===== src/rtl/seg7_pkg.sv =====
// Shared definitions for the 7-segment scan decoder: active-low segment
// patterns (bit0=a .. bit6=g) and the per-digit capture FSM states.
package seg7_pkg;

    localparam logic [6:0] SEG_0     = 7'h40;
    localparam logic [6:0] SEG_1     = 7'h79;
    localparam logic [6:0] SEG_2     = 7'h24;
    localparam logic [6:0] SEG_3     = 7'h30;
    localparam logic [6:0] SEG_4     = 7'h19;
    localparam logic [6:0] SEG_5     = 7'h12;
    localparam logic [6:0] SEG_6     = 7'h02;
    localparam logic [6:0] SEG_7     = 7'h78;
    localparam logic [6:0] SEG_8     = 7'h00;
    localparam logic [6:0] SEG_9     = 7'h10;
    localparam logic [6:0] SEG_A     = 7'h08;
    localparam logic [6:0] SEG_B     = 7'h03;
    localparam logic [6:0] SEG_C     = 7'h46;
    localparam logic [6:0] SEG_D     = 7'h21;
    localparam logic [6:0] SEG_E     = 7'h06;
    localparam logic [6:0] SEG_F     = 7'h0E;
    localparam logic [6:0] SEG_BLANK = 7'h7F;

    typedef enum logic [1:0] {
        IDLE,
        SETTLE,
        HOLD
    } state_t;

endpackage


===== src/rtl/seg7_pattern_dec.sv =====
// Combinational reverse decoder: active-low segment pattern -> hex nibble.
// ok is low for any pattern that is not one of the sixteen glyphs (or blank,
// when blank is configured to read as zero).
module seg7_pattern_dec
    import seg7_pkg::*;
#(
    parameter int BLANK_IS_ZERO = 1
) (
    input  logic [6:0] seg_n,
    output logic       ok,
    output logic [3:0] nibble
);

    // Pattern lookup; unknown codes fall through to the invalid default.
    // NOTE: every output gets a default before the case so no path leaves it unassigned (no latch).
    always_comb begin
        ok     = 1'b1;
        nibble = 4'h0;
        case (seg_n)
            SEG_0:     nibble = 4'h0;
            SEG_1:     nibble = 4'h1;
            SEG_2:     nibble = 4'h2;
            SEG_3:     nibble = 4'h3;
            SEG_4:     nibble = 4'h4;
            SEG_5:     nibble = 4'h5;
            SEG_6:     nibble = 4'h6;
            SEG_7:     nibble = 4'h7;
            SEG_8:     nibble = 4'h8;
            SEG_9:     nibble = 4'h9;
            SEG_A:     nibble = 4'hA;
            SEG_B:     nibble = 4'hB;
            SEG_C:     nibble = 4'hC;
            SEG_D:     nibble = 4'hD;
            SEG_E:     nibble = 4'hE;
            SEG_F:     nibble = 4'hF;
            SEG_BLANK: ok     = (BLANK_IS_ZERO != 0);
            default:   ok     = 1'b0;
        endcase
    end

endmodule


===== src/rtl/seg7_scan_decoder.sv =====
// Multiplexed 7-segment bus monitor: debounces each strobed digit, decodes it
// back to a nibble, assembles an NDIG-digit frame and publishes it over
// valid/ready. Frames completing while the output is still held are dropped
// and flagged in a sticky overflow bit.
module seg7_scan_decoder
    import seg7_pkg::*;
#(
    parameter int NDIG          = 4,
    parameter int STABLE_CYC    = 3,
    parameter int BLANK_IS_ZERO = 1
) (
    input  logic                clk,
    input  logic                reset,
    input  logic [6:0]          seg_n,
    input  logic [NDIG-1:0]     dig_sel_n,
    output logic [4*NDIG-1:0]   value_o,
    output logic                value_valid,
    input  logic                value_ready,
    output logic                err_pattern,
    output logic                overflow
);

    localparam int CNT_W = (STABLE_CYC > 1) ? $clog2(STABLE_CYC + 1) : 1;
    localparam int IDX_W = (NDIG > 1) ? $clog2(NDIG) : 1;
    localparam logic [CNT_W-1:0] STABLE_L = CNT_W'(STABLE_CYC);

    state_t                  state_q, state_d;
    logic [CNT_W-1:0]        cnt_q, cnt_d, cnt_inc;
    logic [6:0]              seg_prev_q;
    logic [NDIG-1:0]         sel_prev_q;
    logic [NDIG-1:0]         mask_q, mask_d;
    logic [NDIG-1:0][3:0]    shadow_q, shadow_d;
    logic [4*NDIG-1:0]       value_q, value_d;
    logic                    valid_q, valid_d;
    logic                    err_q, err_d;
    logic                    ovf_q, ovf_d;

    logic [NDIG-1:0]         sel_low;
    logic                    sel_ok;
    logic [IDX_W-1:0]        sel_idx;
    logic                    changed;
    logic                    restart;
    logic                    accept;
    logic                    dec_ok;
    logic [3:0]              dec_nib;

    seg7_pattern_dec #(
        .BLANK_IS_ZERO(BLANK_IS_ZERO)
    ) u_dec (
        .seg_n  (seg_n),
        .ok     (dec_ok),
        .nibble (dec_nib)
    );

    // Strobe qualification: exactly one select low, plus its digit index.
    always_comb begin
        sel_low = ~dig_sel_n;
        sel_ok  = (sel_low != '0) && ((sel_low & (sel_low - NDIG'(1))) == '0);
        sel_idx = '0;
        for (int i = 0; i < NDIG; i++) begin
            if (sel_low[i]) sel_idx = IDX_W'(i);
        end
        changed = (seg_n != seg_prev_q) || (dig_sel_n != sel_prev_q);
        cnt_inc = cnt_q + CNT_W'(1);
    end

    // Capture FSM: count identical cycles and accept a digit once per change.
    always_comb begin
        state_d = state_q;
        cnt_d   = cnt_q;
        restart = 1'b0;
        accept  = 1'b0;
        case (state_q)
            IDLE: restart = sel_ok;
            SETTLE: begin
                if (changed) begin
                    if (sel_ok) restart = 1'b1;
                    else        state_d = IDLE;
                end else if (cnt_inc == STABLE_L) begin
                    accept  = 1'b1;
                    state_d = HOLD;
                end else begin
                    cnt_d = cnt_inc;
                end
            end
            HOLD: begin
                if (changed) begin
                    if (sel_ok) restart = 1'b1;
                    else        state_d = IDLE;
                end
            end
            default: state_d = IDLE;
        endcase
        // A fresh valid select is its own first stable cycle.
        if (restart) begin
            cnt_d = CNT_W'(1);
            if (STABLE_CYC <= 1) begin
                accept  = 1'b1;
                state_d = HOLD;
            end else begin
                state_d = SETTLE;
            end
        end
        if (state_d == IDLE) cnt_d = '0;
    end

    // Frame assembly, publish/drop decision and output handshake.
    always_comb begin
        mask_d   = mask_q;
        shadow_d = shadow_q;
        value_d  = value_q;
        valid_d  = valid_q;
        err_d    = 1'b0;
        ovf_d    = ovf_q;
        if (valid_q && value_ready) valid_d = 1'b0;
        if (accept) begin
            if (dec_ok) begin
                shadow_d[sel_idx] = dec_nib;
                mask_d[sel_idx]   = 1'b1;
                if (&mask_d) begin
                    if (!valid_q || value_ready) begin
                        value_d = shadow_d;
                        valid_d = 1'b1;
                    end else begin
                        ovf_d = 1'b1;
                    end
                    mask_d = '0;
                end
            end else begin
                err_d  = 1'b1;
                mask_d = '0;
            end
        end
    end

    // Control and output registers, cleared by synchronous reset.
    // NOTE: sequential state uses non-blocking assignments so every flop samples pre-edge values.
    always_ff @(posedge clk) begin
        if (reset) begin
            state_q    <= IDLE;
            cnt_q      <= '0;
            seg_prev_q <= '1;
            sel_prev_q <= '1;
            mask_q     <= '0;
            value_q    <= '0;
            valid_q    <= 1'b0;
            err_q      <= 1'b0;
            ovf_q      <= 1'b0;
        end else begin
            state_q    <= state_d;
            cnt_q      <= cnt_d;
            seg_prev_q <= seg_n;
            sel_prev_q <= dig_sel_n;
            mask_q     <= mask_d;
            value_q    <= value_d;
            valid_q    <= valid_d;
            err_q      <= err_d;
            ovf_q      <= ovf_d;
        end
    end

    // Frame shadow storage.
    // NOTE: no reset here; a slot is only ever read after the mask shows it was written.
    always_ff @(posedge clk) begin
        shadow_q <= shadow_d;
    end

    assign value_o     = value_q;
    assign value_valid = valid_q;
    assign err_pattern = err_q;
    assign overflow    = ovf_q;

endmodule


===== config.mk =====
export PLATFORM = sky130hd
export DESIGN_NAME = seg7_scan_decoder
export DESIGN_NICKNAME = d
export VERILOG_FILES = /design/src/rtl/seg7_pkg.sv /design/src/rtl/seg7_pattern_dec.sv /design/src/rtl/seg7_scan_decoder.sv
export SDC_FILE = /design/constraint.sdc
export NUM_CORES = 1
export LEC_CHECK = 0
export ABC_AREA = 1
export BUFFER_PORTS_ARGS = -buffer_cell sky130_fd_sc_hd__buf_4
export CAP_MARGIN = 20
export CORE_MARGIN = 5
export CORE_UTILIZATION = 30
export DETAILED_ROUTE_END_ITERATION = 10
export HOLD_SLACK_MARGIN = 0.08
export MAX_ROUTING_LAYER = met4
export PLACE_DENSITY = 0.45
export SLEW_MARGIN = 25
export SYNTH_ARGS = -nofsm -noshare
export SYNTH_HDL_FRONTEND = slang
export SYNTH_SLANG_ARGS = --single-unit

===== constraint.sdc =====
create_clock -name clk -period 3.6 [get_ports clk]
set_input_delay 0.72 -clock clk [delete_from_list [all_inputs] [get_ports clk]]
set_output_delay 0.72 -clock clk [all_outputs]
set_load 0.005 [all_outputs]

# After elaboration in Yosys (flattened, before gate mapping)
# Cells that the tools add are included.
# totals
ff_bits	54
word_cells	105
# op_classes
add_sub_neg	2
magnitude_cmp	2
eq_ne	23
n_mux	34
bitwise	7
reduce_logical	23
# ops
op	count
4-bit case mux with 15 select lines	1
7-bit equality test, second input constant	5
7-bit by 5-bit equality test with 1-bit output, second input constant	3
7-bit by 6-bit equality test with 1-bit output, second input constant	3
1-bit 2-to-1 mux	18
17-bit OR reduction	1
16-bit bitwise mux	1
7-bit by 2-bit equality test with 1-bit output, second input constant	2
7-bit by 4-bit equality test with 1-bit output, second input constant	2
2-bit 2-to-1 mux	7
7-bit AND reduction	2
4-bit 2-to-1 mux	3
4-bit demux with 2-bit select	1
7-bit by 3-bit equality test with 1-bit output, second input constant	1
7-bit logical NOT	1
7-bit != test	1
2-bit case mux with 3 select lines	1
3-bit AND reduction	2
2-bit OR reduction	3
4-bit bitwise AND	1
2-bit equality test, second input constant	2
2-bit logical NOT	2
4-bit logical NOT	1
4-bit != test	1
20 further kinds	26

# Depth between registers and ports, before layout
# Gate-level depths: netlist (run 1).
# depth
word_depth	13
depth_mapped	14
mapped_depth_nobuf	13

# By module
# Synthesis (run 1) repeated with hierarchy kept, for this count alone.
# hier_totals
cells_unflattened	418
hier_area_um2	2939.1
# modules_own_cells
mod	instances	cells_per_inst	area_each_um2
seg7_scan_decoder	1	338	2601.2
seg7_pattern_dec	1	80	337.8

# Worst setup path before layout (run 1)
# No wires, ideal clock.
# synth_timing
path_kind	input to register
start	input seg_n[3]
end	register shadow_q[0] (netlist bit) (enable)
t_arrival_ps	2027
t_required_ps	3226
slack_ps	1198
cell_stages	8
n_path_buf	1
path_cell_list	buf_2 -> xnor2_1 -> nand2_1 -> nor2_4 -> nand3_2 -> nor3_4 -> nand2_1 -> inv_1
# synth_between
elab_chain_len	5
elab_cells_between_ends	24
cone_classes	eq/ne: 17; mux: 3; reduce/logical: 4
# synth_lines
item	line_no	source
start: declaration	seg7_scan_decoder.sv:14	input logic [6:0] seg_n,
parallel branches: the longest is 4 deep, another holds 17-bit OR reduction	--	
2-bit AND reduction (no source line) (*)	--	
end signal: assignment	seg7_scan_decoder.sv:165	shadow_q <= shadow_d;
end: declaration	seg7_scan_decoder.sv:32	logic [NDIG-1:0][3:0] shadow_q, shadow_d;
# Mark *: on every way between the ends.
# A chain may end at the register's enable or synchronous reset.

# Worst setup path after layout (run 1)
# layout_timing
start	input seg_n[6]
end	register value_q[0] (netlist: value_o[0])
# layout_between
elab_chain_len	5
elab_cells_between_ends	26
cone_classes	eq/ne: 17; mux: 5; reduce/logical: 4
# layout_lines
item	line_no	source
parallel branches: the longest is 5 deep, another holds 17-bit OR reduction	--	
end signal: assignment	seg7_scan_decoder.sv:155	value_q <= value_d;
end: declaration	seg7_scan_decoder.sv:33	logic [4*NDIG-1:0] value_q, value_d;
# Several ways; the timed one is not identified.

==> impl_results.html, run 1 <==
<table>
<tr><th>Metric</th><th>Value</th></tr>
<tr><th colspan="2">Die</th></tr>
<tr><td>Die Width</td><td>109.1 um</td></tr>
<tr><td>IO Count</td><td>33</td></tr>
<tr><td>Initial Utilization</td><td>30.44%</td></tr>
<tr><td>Die area</td><td>11910 um2</td></tr>
<tr><td>Die outline height</td><td>109.1 um</td></tr>
<tr><td>Placeable core region</td><td>9684 um2</td></tr>
<tr><td>Number of core rows</td><td>36</td></tr>
<tr><th colspan="2">Worst setup path</th></tr>
<tr><td>CP startpoint kind</td><td>input port</td></tr>
<tr><td>Slowest cell on the critical path</td><td>nand3_4</td></tr>
<tr><td>Worst setup slack for register-to-register paths</td><td>1.63 ns</td></tr>
<tr><td>RR Startpoint</td><td>seg_prev_q[6]$_SDFF_PP1_</td></tr>
<tr><td>Crit path cell chain</td><td>buf_4, xnor2_1, nand2_1, nor2_4, nand3_2, nor3_4, nand3_4, o21ai_1, nor2_1</td></tr>
<tr><td>Worst Path Class, Setup</td><td>input port to flip-flop</td></tr>
<tr><td>CP arrival</td><td>2.39 ns</td></tr>
<tr><td>Peak fanout along the critical path</td><td>32</td></tr>
<tr><td>Worst path required time</td><td>3.81 ns</td></tr>
<tr><td>Kind of cell with the highest combined delay on the critical path</td><td>simple AND/OR/NAND/NOR gates</td></tr>
<tr><td>Count of cells along the worst register-to-register path</td><td>8</td></tr>
<tr><td>R2R Path End</td><td>value_o[0]$_SDFFE_PP0P_</td></tr>
<tr><td>CP bufs+invs</td><td>1</td></tr>
<tr><td>Worst path depth</td><td>9</td></tr>
<tr><td>Slowest cell delay on critical path</td><td>0.33 ns</td></tr>
<tr><td>Kind of end point of the critical path</td><td>flip-flop</td></tr>
<tr><th colspan="2">Timing</th></tr>
<tr><td>Final worst path period need</td><td>2.179 ns</td></tr>
<tr><td>Final period util</td><td>60.54%</td></tr>
<tr><td>Final max-slew violation count</td><td>0</td></tr>
<tr><td>Final WS setup</td><td>1.421 ns</td></tr>
<tr><td>Unrepaired setup endpoints after global routing</td><td>false</td></tr>
<tr><td>Post-route clock skew</td><td>0.008361 ns</td></tr>
<tr><td>Final-report hold violation count</td><td>0</td></tr>
<tr><td>Slew at the pin closest to its max-slew limit</td><td>0.8247 ns</td></tr>
<tr><td>Total negative setup slack</td><td>0 ns</td></tr>
<tr><td>Total of endpoints with negative setup slack in the final report</td><td>0</td></tr>
<tr><td>Fmax</td><td>458.9 MHz</td></tr>
<tr><td>Relative slew slack</td><td>44.68%</td></tr>
<tr><th colspan="2">Global routing</th></tr>
<tr><td>Vias in the first global route</td><td>2516</td></tr>
<tr><td>Initial antenna violation count</td><td>0</td></tr>
<tr><td>GR Util All Layers</td><td>12.56%</td></tr>
<tr><td>Global-route congestion overflow total</td><td>0</td></tr>
<tr><td>Global-route wire length before repair</td><td>11.59 mm</td></tr>
<tr><td>Largest net degree at the start of global routing</td><td>33</td></tr>
<tr><th colspan="2">Synthesis</th></tr>
<tr><td>Total standard cell area after synthesis</td><td>2948 um2</td></tr>
<tr><td>Number of warning messages in the yosys log</td><td>0</td></tr>
<tr><td>Number of register bits inferred by synthesis</td><td>54</td></tr>
<tr><td>Net count of the mapped netlist</td><td>447</td></tr>
<tr><td>Proportion of synthesized chip area in sequential cells</td><td>42.11%</td></tr>
<tr><td>Netlist cell types</td><td>33</td></tr>
<tr><td>Mean instance size in the synthesized netlist</td><td>6.887 um2</td></tr>
<tr><td>Synthesized instance count</td><td>428</td></tr>
<tr><th colspan="2">Layout</th></tr>
<tr><td>Post-route cell area</td><td>3413 um2</td></tr>
<tr><td>Area delta synth-&gt;final</td><td>15.79%</td></tr>
<tr><td>Net total in the final layout</td><td>478</td></tr>
<tr><td>Fraction of final layout cells sized beyond drive strength 1</td><td>14.57%</td></tr>
<tr><td>Most common library cell in the layout ignoring fill and taps</td><td>nand2_1</td></tr>
<tr><td>Number of antenna diodes</td><td>0</td></tr>
<tr><td>Commonest cells after routing, fill and taps aside</td><td>nand2_1, inv_1, nor2_1</td></tr>
<tr><th colspan="2">Place</th></tr>
<tr><td>Routability cong.</td><td>0.8044</td></tr>
<tr><td>Post-DP HPWL</td><td>5.013 mm</td></tr>
<tr><td>Cell Area, Placed</td><td>3302 um2</td></tr>
<tr><td>Worst Setup Slack post-DPL</td><td>1.062 ns</td></tr>
<tr><td>Number of buffers added on ports</td><td>32</td></tr>
<tr><th colspan="2">Clock network</th></tr>
<tr><td>CTS hold repair buffers</td><td>0</td></tr>
<tr><td>Clock latency of the later-clocked register in the worst-skew pair</td><td>0.31 ns</td></tr>
<tr><td>CTS tree</td><td>yes</td></tr>
<tr><td>Clock edge transition at the registers on the reported setup and hold paths</td><td>0.11 ns</td></tr>
<tr><td>Post-CTS resize count</td><td>0</td></tr>
<tr><td>Cts bufs inserted</td><td>5</td></tr>
<tr><td>Maximum buffer depth of the clock tree</td><td>2</td></tr>
<tr><td>Post CTS Setup Buffer Count</td><td>0</td></tr>
<tr><td>H-Tree Level Count</td><td>2</td></tr>
<tr><td>Clock Sink Count</td><td>54</td></tr>
<tr><td>Clk root buf</td><td>clkbuf_8</td></tr>
<tr><th colspan="2">Routing</th></tr>
<tr><td>Violation count after the first detailed-routing iteration</td><td>85</td></tr>
<tr><td>Post-detailed-route wirelength per cell</td><td>11.32 um</td></tr>
<tr><td>Aggregate routed wire length</td><td>6.714 mm</td></tr>
<tr><td>DRC violation count after routing</td><td>0</td></tr>
<tr><td>Antenna viol nets, final</td><td>0</td></tr>
<tr><td>Vias per Instance</td><td>4.272</td></tr>
<tr><td>Overall via count from detail_route</td><td>2533</td></tr>
<tr><td>DRT Pass-1 Iters</td><td>4</td></tr>
<tr><th colspan="2">Power and ir drop</th></tr>
<tr><td>Pwr Density</td><td>351.0 nW/um2</td></tr>
<tr><td>Worst IR Drop VDD</td><td>0.0001918 V</td></tr>
<tr><td>Leakage power figure</td><td>1.665 nW</td></tr>
<tr><td>Total chip power</td><td>0.001198 W</td></tr>
<tr><th colspan="2">Min path</th></tr>
<tr><td>Hold WC Path Type</td><td>flip-flop to flip-flop</td></tr>
<tr><td>Hold depth</td><td>2</td></tr>
<tr><td>Worst Min Path Start</td><td>mask_q[0]$_SDFFE_PP0P_</td></tr>
<tr><td>Worst-case hold path end point</td><td>mask_q[0]$_SDFFE_PP0P_</td></tr>
<tr><th colspan="2">Flow run</th></tr>
<tr><td>Number of max-cap violations</td><td>0</td></tr>
<tr><th colspan="2">Status</th></tr>
<tr><td>Run status</td><td>finished clean</td></tr>
</table>
-- cell families after synthesis --
family                     share of synthesized area (%)
DFF                                                42.11
AOI/OAI and AO/OA                                  5.772
xor gates and xnor gates                           1.188
buffers and inverters                              11.21
and+or+nand+nor                                    37.61
adders and majority gates                          2.122
-- report_power, final --
part / internal [W] / switching (W)
clock: 0.000209 / 0.000213
combinational: 0.0000463 / 0.0000901
sequential: 0.000633 / 0.00000619
total: 0.000889 / 0.000309
-- cells in the mapped netlist --
library cell    n  area [um2]
nor2_4          2       22.52
nand3_1        20       100.1
buf_6           3       33.78
a21oi_1         8       40.04
nor3_2          2       20.02
dfxtp_1        38       760.7
o21ai_2         1       8.760
o21ai_0         9       45.04
nand3_2         2       20.02
nor4_4          1       21.27
o21ai_1         9       45.04
a31oi_1         4       25.02
or2_2           3       18.77
or2_1           1       6.260
inv_2           7       26.28
nor3_1          3       15.01
nand2_2         1       6.260
ha_1            5       62.56
inv_1          64       240.2
nor2_2          5       31.28
edfxtp_1       16       480.5
clkbuf_1        3       11.26
nor3_4          1       16.27
xnor2_1         4       35.03
nand4_1         5       31.28
nor3b_1         1       7.510
nand2_1       147       551.8
nor2_1         56       210.2
clkinv_1        1       3.750
nand4_2         1       12.51
nand3_4         1       17.52
buf_2           3       15.01
o22ai_1         1       6.260
-- layer usage --
metal  global-route usage (%)  part of all wire, %  vias up
met5                        -                    0        -
met2                    19.91                   45       41
met1                    16.06                   50     1110
met4                    3.968                  1.2        0
li1                         -                    -     1374
met3                    2.605                  3.8        8
-- registers in the layout (all words and copies together) (netlist names) --
signal / flops
cnt_q: 2
err_pattern: 1
mask_q: 4
overflow: 1
seg_prev_q: 7
sel_prev_q: 4
shadow_q: 16
state_q: 2
value_o: 16
value_valid: 1
-- worst max-delay path by stage --
stage	from	endpoint	slack (ns)
6_report	seg_n[6]	value_o[0]$_SDFFE_PP0P_	1.42
5_1_grt	seg_n[5]	value_o[13]$_SDFFE_PP0P_	1.19
4_1_cts	seg_n[6]	value_o[0]$_SDFFE_PP0P_	1.41
3_5_place_dp	seg_n[5]	value_o[0]$_SDFFE_PP0P_	1.06
3_3_place_gp	seg_n[5]	value_o[3]$_SDFFE_PP0P_	1.13
2_1_floorplan	seg_n[3]	shadow_q[0]$_DFFE_PP_	1.20
-- tightest hold or removal path, stage by stage (launching register included) --
cell	delay, ns
dfxtp_1	0.32
nand2_1	0.06
a21oi_1	0.05
-- area by class of cell --
cell class              count  area, um2
fillers                  1055       6271
multi-input cells         293       1376
flip-flops and latches     54       1241
inverters                  72      270.3
repair buffers             33      247.7
well taps                 133      166.4
clock buffers               6      72.57
clock inverters             2      38.79
-- through the flow --
step                      util (%)  cells  hold WS, ns
after CTS                    35.25    593       0.4705
final                        35.25    593       0.4714
after global routing         35.25    593       0.5012
after detailed placement     34.10    585       0.4546
after floorplan                  -    428       0.4405
after global placement       34.10    585       0.4461
No activity file was read; power rests on OpenSTA's default activity.
==> run 2, diff against run 1 <==
--- a/config.mk
+++ b/config.mk
@@ -5,7 +5,7 @@
 export SDC_FILE = /design/constraint.sdc
 export NUM_CORES = 1
 export LEC_CHECK = 0
-export ABC_AREA = 1
+export ABC_AREA = 0
 export BUFFER_PORTS_ARGS = -buffer_cell sky130_fd_sc_hd__buf_4
 export CAP_MARGIN = 20
 export CORE_MARGIN = 5
@@ -13,7 +13,7 @@
 export DETAILED_ROUTE_END_ITERATION = 10
 export HOLD_SLACK_MARGIN = 0.08
 export MAX_ROUTING_LAYER = met4
-export PLACE_DENSITY = 0.45
+export PLACE_DENSITY = 0.47
 export SLEW_MARGIN = 25
 export SYNTH_ARGS = -nofsm -noshare
 export SYNTH_HDL_FRONTEND = slang
==> constraint.sdc (replaced) <==
create_clock -name clk -period 1.9 [get_ports clk]
set_input_delay 0.38 -clock clk [delete_from_list [all_inputs] [get_ports clk]]
set_output_delay 0.38 -clock clk [all_outputs]
set_load 0.005 [all_outputs]
==> run 2 against run 1 <==
Against the previous run: the run now ends with setup timing left; combinational power rose to 3.3 times the previous value; highest routed layer unchanged; critical path type is now flip-flop to flip-flop; area after synthesis fell by 2.4%; count of clock-buffer cells in the layout fell by 1.
==> impl_results.html, run 2 <==
<table>
<tr><th>Metric</th><th>Value</th></tr>
<tr><th colspan="2">Global routing</th></tr>
<tr><td>GR Util All Layers</td><td>14.25% (+1.7 points)</td></tr>
<tr><td>Global-route wire length before repair</td><td>13.05 mm (+13%)</td></tr>
<tr><td>Largest net degree at the start of global routing</td><td>35 (+6.1%)</td></tr>
<tr><td>Vias in the first global route</td><td>2551 (+1.4%)</td></tr>
<tr><td>Global-route congestion overflow total</td><td>0 (unchanged)</td></tr>
<tr><td>Initial antenna violation count</td><td>0 (unchanged)</td></tr>
<tr><th colspan="2">Clock network</th></tr>
<tr><td>Clk root buf</td><td>clkbuf_8</td></tr>
<tr><td>CTS hold repair buffers</td><td>0 (unchanged)</td></tr>
<tr><td>Maximum buffer depth of the clock tree</td><td>2 (unchanged)</td></tr>
<tr><td>Clock latency of the later-clocked register in the worst-skew pair</td><td>0.32 ns (about the same)</td></tr>
<tr><td>CTS tree</td><td>yes</td></tr>
<tr><td>Clock Sink Count</td><td>54 (unchanged)</td></tr>
<tr><td>Cts bufs inserted</td><td>5 (unchanged)</td></tr>
<tr><td>Clock edge transition at the registers on the reported setup and hold paths</td><td>0.11 ns (about the same)</td></tr>
<tr><td>H-Tree Level Count</td><td>2 (unchanged)</td></tr>
<tr><th colspan="2">Die</th></tr>
<tr><td>Die Width</td><td>107.9 um (-1.1%)</td></tr>
<tr><td>Die outline height</td><td>107.9 um (-1.1%)</td></tr>
<tr><td>IO Count</td><td>33 (unchanged)</td></tr>
<tr><td>Initial Utilization</td><td>30.98% (+0.54 points)</td></tr>
<tr><td>Number of core rows</td><td>35 (-2.8%)</td></tr>
<tr><td>Placeable core region</td><td>9284 um2 (-4.1%)</td></tr>
<tr><td>Die area</td><td>11650 um2 (-2.2%)</td></tr>
<tr><th colspan="2">Power and ir drop</th></tr>
<tr><td>Pwr Density</td><td>587.1 nW/um2 (+67%)</td></tr>
<tr><td>Leakage power figure</td><td>1.529 nW (-8.2%)</td></tr>
<tr><td>Worst IR Drop VDD</td><td>0.0002739 V (+43%)</td></tr>
<tr><th colspan="2">Layout</th></tr>
<tr><td>Final cell utilization of the core</td><td>43.33% (+8.1 points)</td></tr>
<tr><td>Register cell area after layout</td><td>1246 um2 (+0.40%)</td></tr>
<tr><td>Most common library cell in the layout ignoring fill and taps</td><td>buf_4</td></tr>
<tr><td>Post-route cell area</td><td>4023 um2 (+18%)</td></tr>
<tr><td>Number of antenna diodes</td><td>0 (unchanged)</td></tr>
<tr><td>Filler instances</td><td>968 (-8.2%)</td></tr>
<tr><td>Fraction of final layout cells sized beyond drive strength 1</td><td>38.05% (+23 points)</td></tr>
<tr><td>Area occupied by multi-input gates</td><td>1624 um2 (+18%)</td></tr>
<tr><td>Net total in the final layout</td><td>428 (-10%)</td></tr>
<tr><td>Commonest cells after routing, fill and taps aside</td><td>buf_4, dfxtp_1, nor2_1</td></tr>
<tr><td>Area delta synth-&gt;final</td><td>39.84%</td></tr>
<tr><th colspan="2">Timing</th></tr>
<tr><td>Unrepaired setup endpoints after global routing</td><td>true</td></tr>
<tr><td>Final-report hold violation count</td><td>0 (unchanged)</td></tr>
<tr><td>Relative slew slack</td><td>66.91% (+22 points)</td></tr>
<tr><td>Total of endpoints with negative setup slack in the final report</td><td>17 (+17)</td></tr>
<tr><td>Hold Worst Slack</td><td>0.3688 ns (-0.1026 ns)</td></tr>
<tr><td>Final max-slew violation count</td><td>0 (unchanged)</td></tr>
<tr><td>Final worst path period need</td><td>1.984 ns</td></tr>
<tr><td>Fmax</td><td>504.1 MHz</td></tr>
<tr><td>Post-route clock skew</td><td>0.007234 ns (-0.001127 ns)</td></tr>
<tr><td>Slew at the pin closest to its max-slew limit</td><td>0.4911 ns (-0.3336 ns)</td></tr>
<tr><td>Final period util</td><td>104.4%</td></tr>
<tr><td>Final WS setup</td><td>-0.08373 ns (-1.504 ns)</td></tr>
<tr><th colspan="2">Worst setup path</th></tr>
<tr><td>Worst Path Class, Setup</td><td>flip-flop to flip-flop</td></tr>
<tr><td>CP startpoint kind</td><td>flip-flop</td></tr>
<tr><td>RR Startpoint</td><td>seg_prev_q[0]$_SDFF_PP1_</td></tr>
<tr><td>Worst path required time</td><td>2.16 ns (-1.65 ns)</td></tr>
<tr><td>Kind of end point of the critical path</td><td>flip-flop</td></tr>
<tr><td>Count of cells along the worst register-to-register path</td><td>8 (unchanged)</td></tr>
<tr><td>Worst setup slack for register-to-register paths</td><td>-0.08 ns (-1.71 ns)</td></tr>
<tr><td>Peak fanout along the critical path</td><td>16 (-50%)</td></tr>
<tr><td>CP arrival</td><td>2.24 ns (-0.15 ns)</td></tr>
<tr><td>Critical path startpoint</td><td>seg_prev_q[0]$_SDFF_PP1_</td></tr>
<tr><th colspan="2">Synthesis</th></tr>
<tr><td>Cells taking the most area after synthesis</td><td>dfxtp_1, edfxtp_1, a21oi_1, nor2_1, nand3_1</td></tr>
<tr><td>Post-synth top area share</td><td>26.45% (+0.64 points)</td></tr>
<tr><td>List of most frequent post-synthesis cells</td><td>dfxtp_1, nor2_1, a21oi_1</td></tr>
<tr><td>Simple logic cell fraction of the synthesized area</td><td>23.10% (-15 points)</td></tr>
<tr><td>Mean instance size in the synthesized netlist</td><td>8.906 um2 (+29%)</td></tr>
<tr><td>Most frequently used cell type in the post-synthesis netlist</td><td>dfxtp_1</td></tr>
<tr><td>Post-Synth XOR/XNOR Area</td><td>5.220% (+4.0 points)</td></tr>
<tr><td>Number of register bits inferred by synthesis</td><td>54 (unchanged)</td></tr>
<tr><td>Synthesized instance count</td><td>323 (-25%)</td></tr>
<tr><td>Share of async-settable or async-resettable flops after synthesis</td><td>0% (unchanged)</td></tr>
<tr><td>Total standard cell area after synthesis</td><td>2877 um2 (-2.4%)</td></tr>
<tr><td>Proportion of synthesized area in mux cells</td><td>0% (unchanged)</td></tr>
<tr><td>Number of warning messages in the yosys log</td><td>0 (unchanged)</td></tr>
<tr><td>Post-synthesis adder-cell area fraction</td><td>2.175% (+0.053 points)</td></tr>
<tr><td>Proportion of synthesized chip area in sequential cells</td><td>43.15% (+1.0 points)</td></tr>
<tr><td>Area leader, netlist</td><td>dfxtp_1</td></tr>
<tr><td>Netlist cell types</td><td>53 (+61%)</td></tr>
<tr><td>Net count of the mapped netlist</td><td>342 (-23%)</td></tr>
<tr><td>Main combinational cell family by area after synthesis</td><td>simple AND/OR/NAND/NOR gates</td></tr>
<tr><td>Post-synth EDFFs</td><td>16 (unchanged)</td></tr>
<tr><td>Synth Area in Compound Gates</td><td>20.31% (+15 points)</td></tr>
<tr><td>Main synth FF type</td><td>dfxtp_1</td></tr>
<tr><th colspan="2">Place</th></tr>
<tr><td>Cell Area, Placed</td><td>3774 um2 (+14%)</td></tr>
<tr><td>Post-DP HPWL</td><td>5.575 mm (+11%)</td></tr>
<tr><td>Routability cong.</td><td>0.8635 (+7.3%)</td></tr>
<tr><td>Number of buffers added on ports</td><td>32 (unchanged)</td></tr>
<tr><th colspan="2">Routing</th></tr>
<tr><td>Overall via count from detail_route</td><td>2615 (+3.2%)</td></tr>
<tr><td>Aggregate routed wire length</td><td>7.746 mm (+15%)</td></tr>
<tr><td>Violation count after the first detailed-routing iteration</td><td>115 (+35%)</td></tr>
<tr><td>DRC violation count after routing</td><td>0 (unchanged)</td></tr>
<tr><td>Post-detailed-route wirelength per cell</td><td>14.37 um (+27%)</td></tr>
<tr><td>Vias per Instance</td><td>4.852 (+14%)</td></tr>
<tr><td>Antenna viol nets, final</td><td>0 (unchanged)</td></tr>
<tr><td>DRT Pass-1 Iters</td><td>4 (unchanged)</td></tr>
<tr><th colspan="2">Min path</th></tr>
<tr><td>Hold WC Path Type</td><td>input port to flip-flop</td></tr>
<tr><td>Hold depth</td><td>3 (+1)</td></tr>
<tr><td>Worst Min Path Start</td><td>dig_sel_n[0]</td></tr>
<tr><th colspan="2">Flow run</th></tr>
<tr><td>Number of max-cap violations</td><td>0 (unchanged)</td></tr>
<tr><th colspan="2">Status</th></tr>
<tr><td>Violated checks</td><td>setup timing</td></tr>
<tr><td>Run status</td><td>finished with violations</td></tr>
</table>
-- run 2: area by class of cell --
| type | count | area share (%) |
|---|---|---|
| clock inverters | 3 | 0.6532 |
| repair buffers | 105 | 21.43 |
| well taps | 129 | 4.012 |
| flip-flops and latches | 54 | 30.98 |
| inverters | 9 | 0.8398 |
| clock buffers | 5 | 1.711 |
| multi-input cells | 234 | 40.37 |
-- run 2: layer usage --
metal  track usage [%]  routed length, um  vias to the layer above  share of wire (%)
met3             2.280                228                        4                2.9
met2             20.87               3396                       45                 44
li1                  -                  -                     1340                  -
met4             2.976                 47                        0               0.61
met5                 -                  0                        -                  0
met1             20.75               4074                     1226                 53
-- run 2: repair_timing --
action                     4_1_cts  5_1_grt
resized for setup               11       21
setup buffers                    0        2
setup endpoints to repair       23       26
pin swaps                        3       10
-- run 2: stage by stage --
stage          std cells  setup slack, ns  power, W  TNS (ns)
6_report             539         -0.08373  0.002362    -1.057
5_1_grt              539          -0.1902  0.002474    -3.082
4_1_cts              538          -0.1002  0.002371    -1.359
3_5_place_dp         530          -0.2861  0.001644    -9.219
3_3_place_gp         530          -0.2790  0.001645    -9.442
2_1_floorplan        323          -0.2672  0.001477    -5.252
-- run 2: worst paths after layout --
check | to
worst max-delay path | value_o[8]$_SDFFE_PP0P_
worst min-delay path | sel_prev_q[0]$_SDFF_PP1_
worst max register to register | value_o[8]$_SDFFE_PP0P_
worst min register to register | value_o[2]$_SDFFE_PP0P_
-- run 2: cell families (layout without fill, tap and decap cells) --
family	after synthesis	count (layout)
AOI/OAI and AO/OA	92	92
xor gates and xnor gates	15	15
buffers and inverters	35	122
adders and majority gates	5	5
and+or+nand+nor	122	122
DFF	54	54
-- run 2: where the power goes --
group          total [W]  internal [W]  switching (W)
combinational   0.000442      0.000211       0.000230
clock           0.000710      0.000273       0.000437
sequential       0.00121       0.00120      0.0000109
total            0.00236       0.00168       0.000678
-- run 2: worst max-delay path: stages (launching register included) --
cell and delay [ns]:
dfxtp_4 0.37, xor2_4 0.16, nor4_4 0.38, nand4_4 0.18, buf_6 0.16, a2111oi_4 0.24
buf_12 0.18, nand3_1 0.10, a21oi_1 0.15
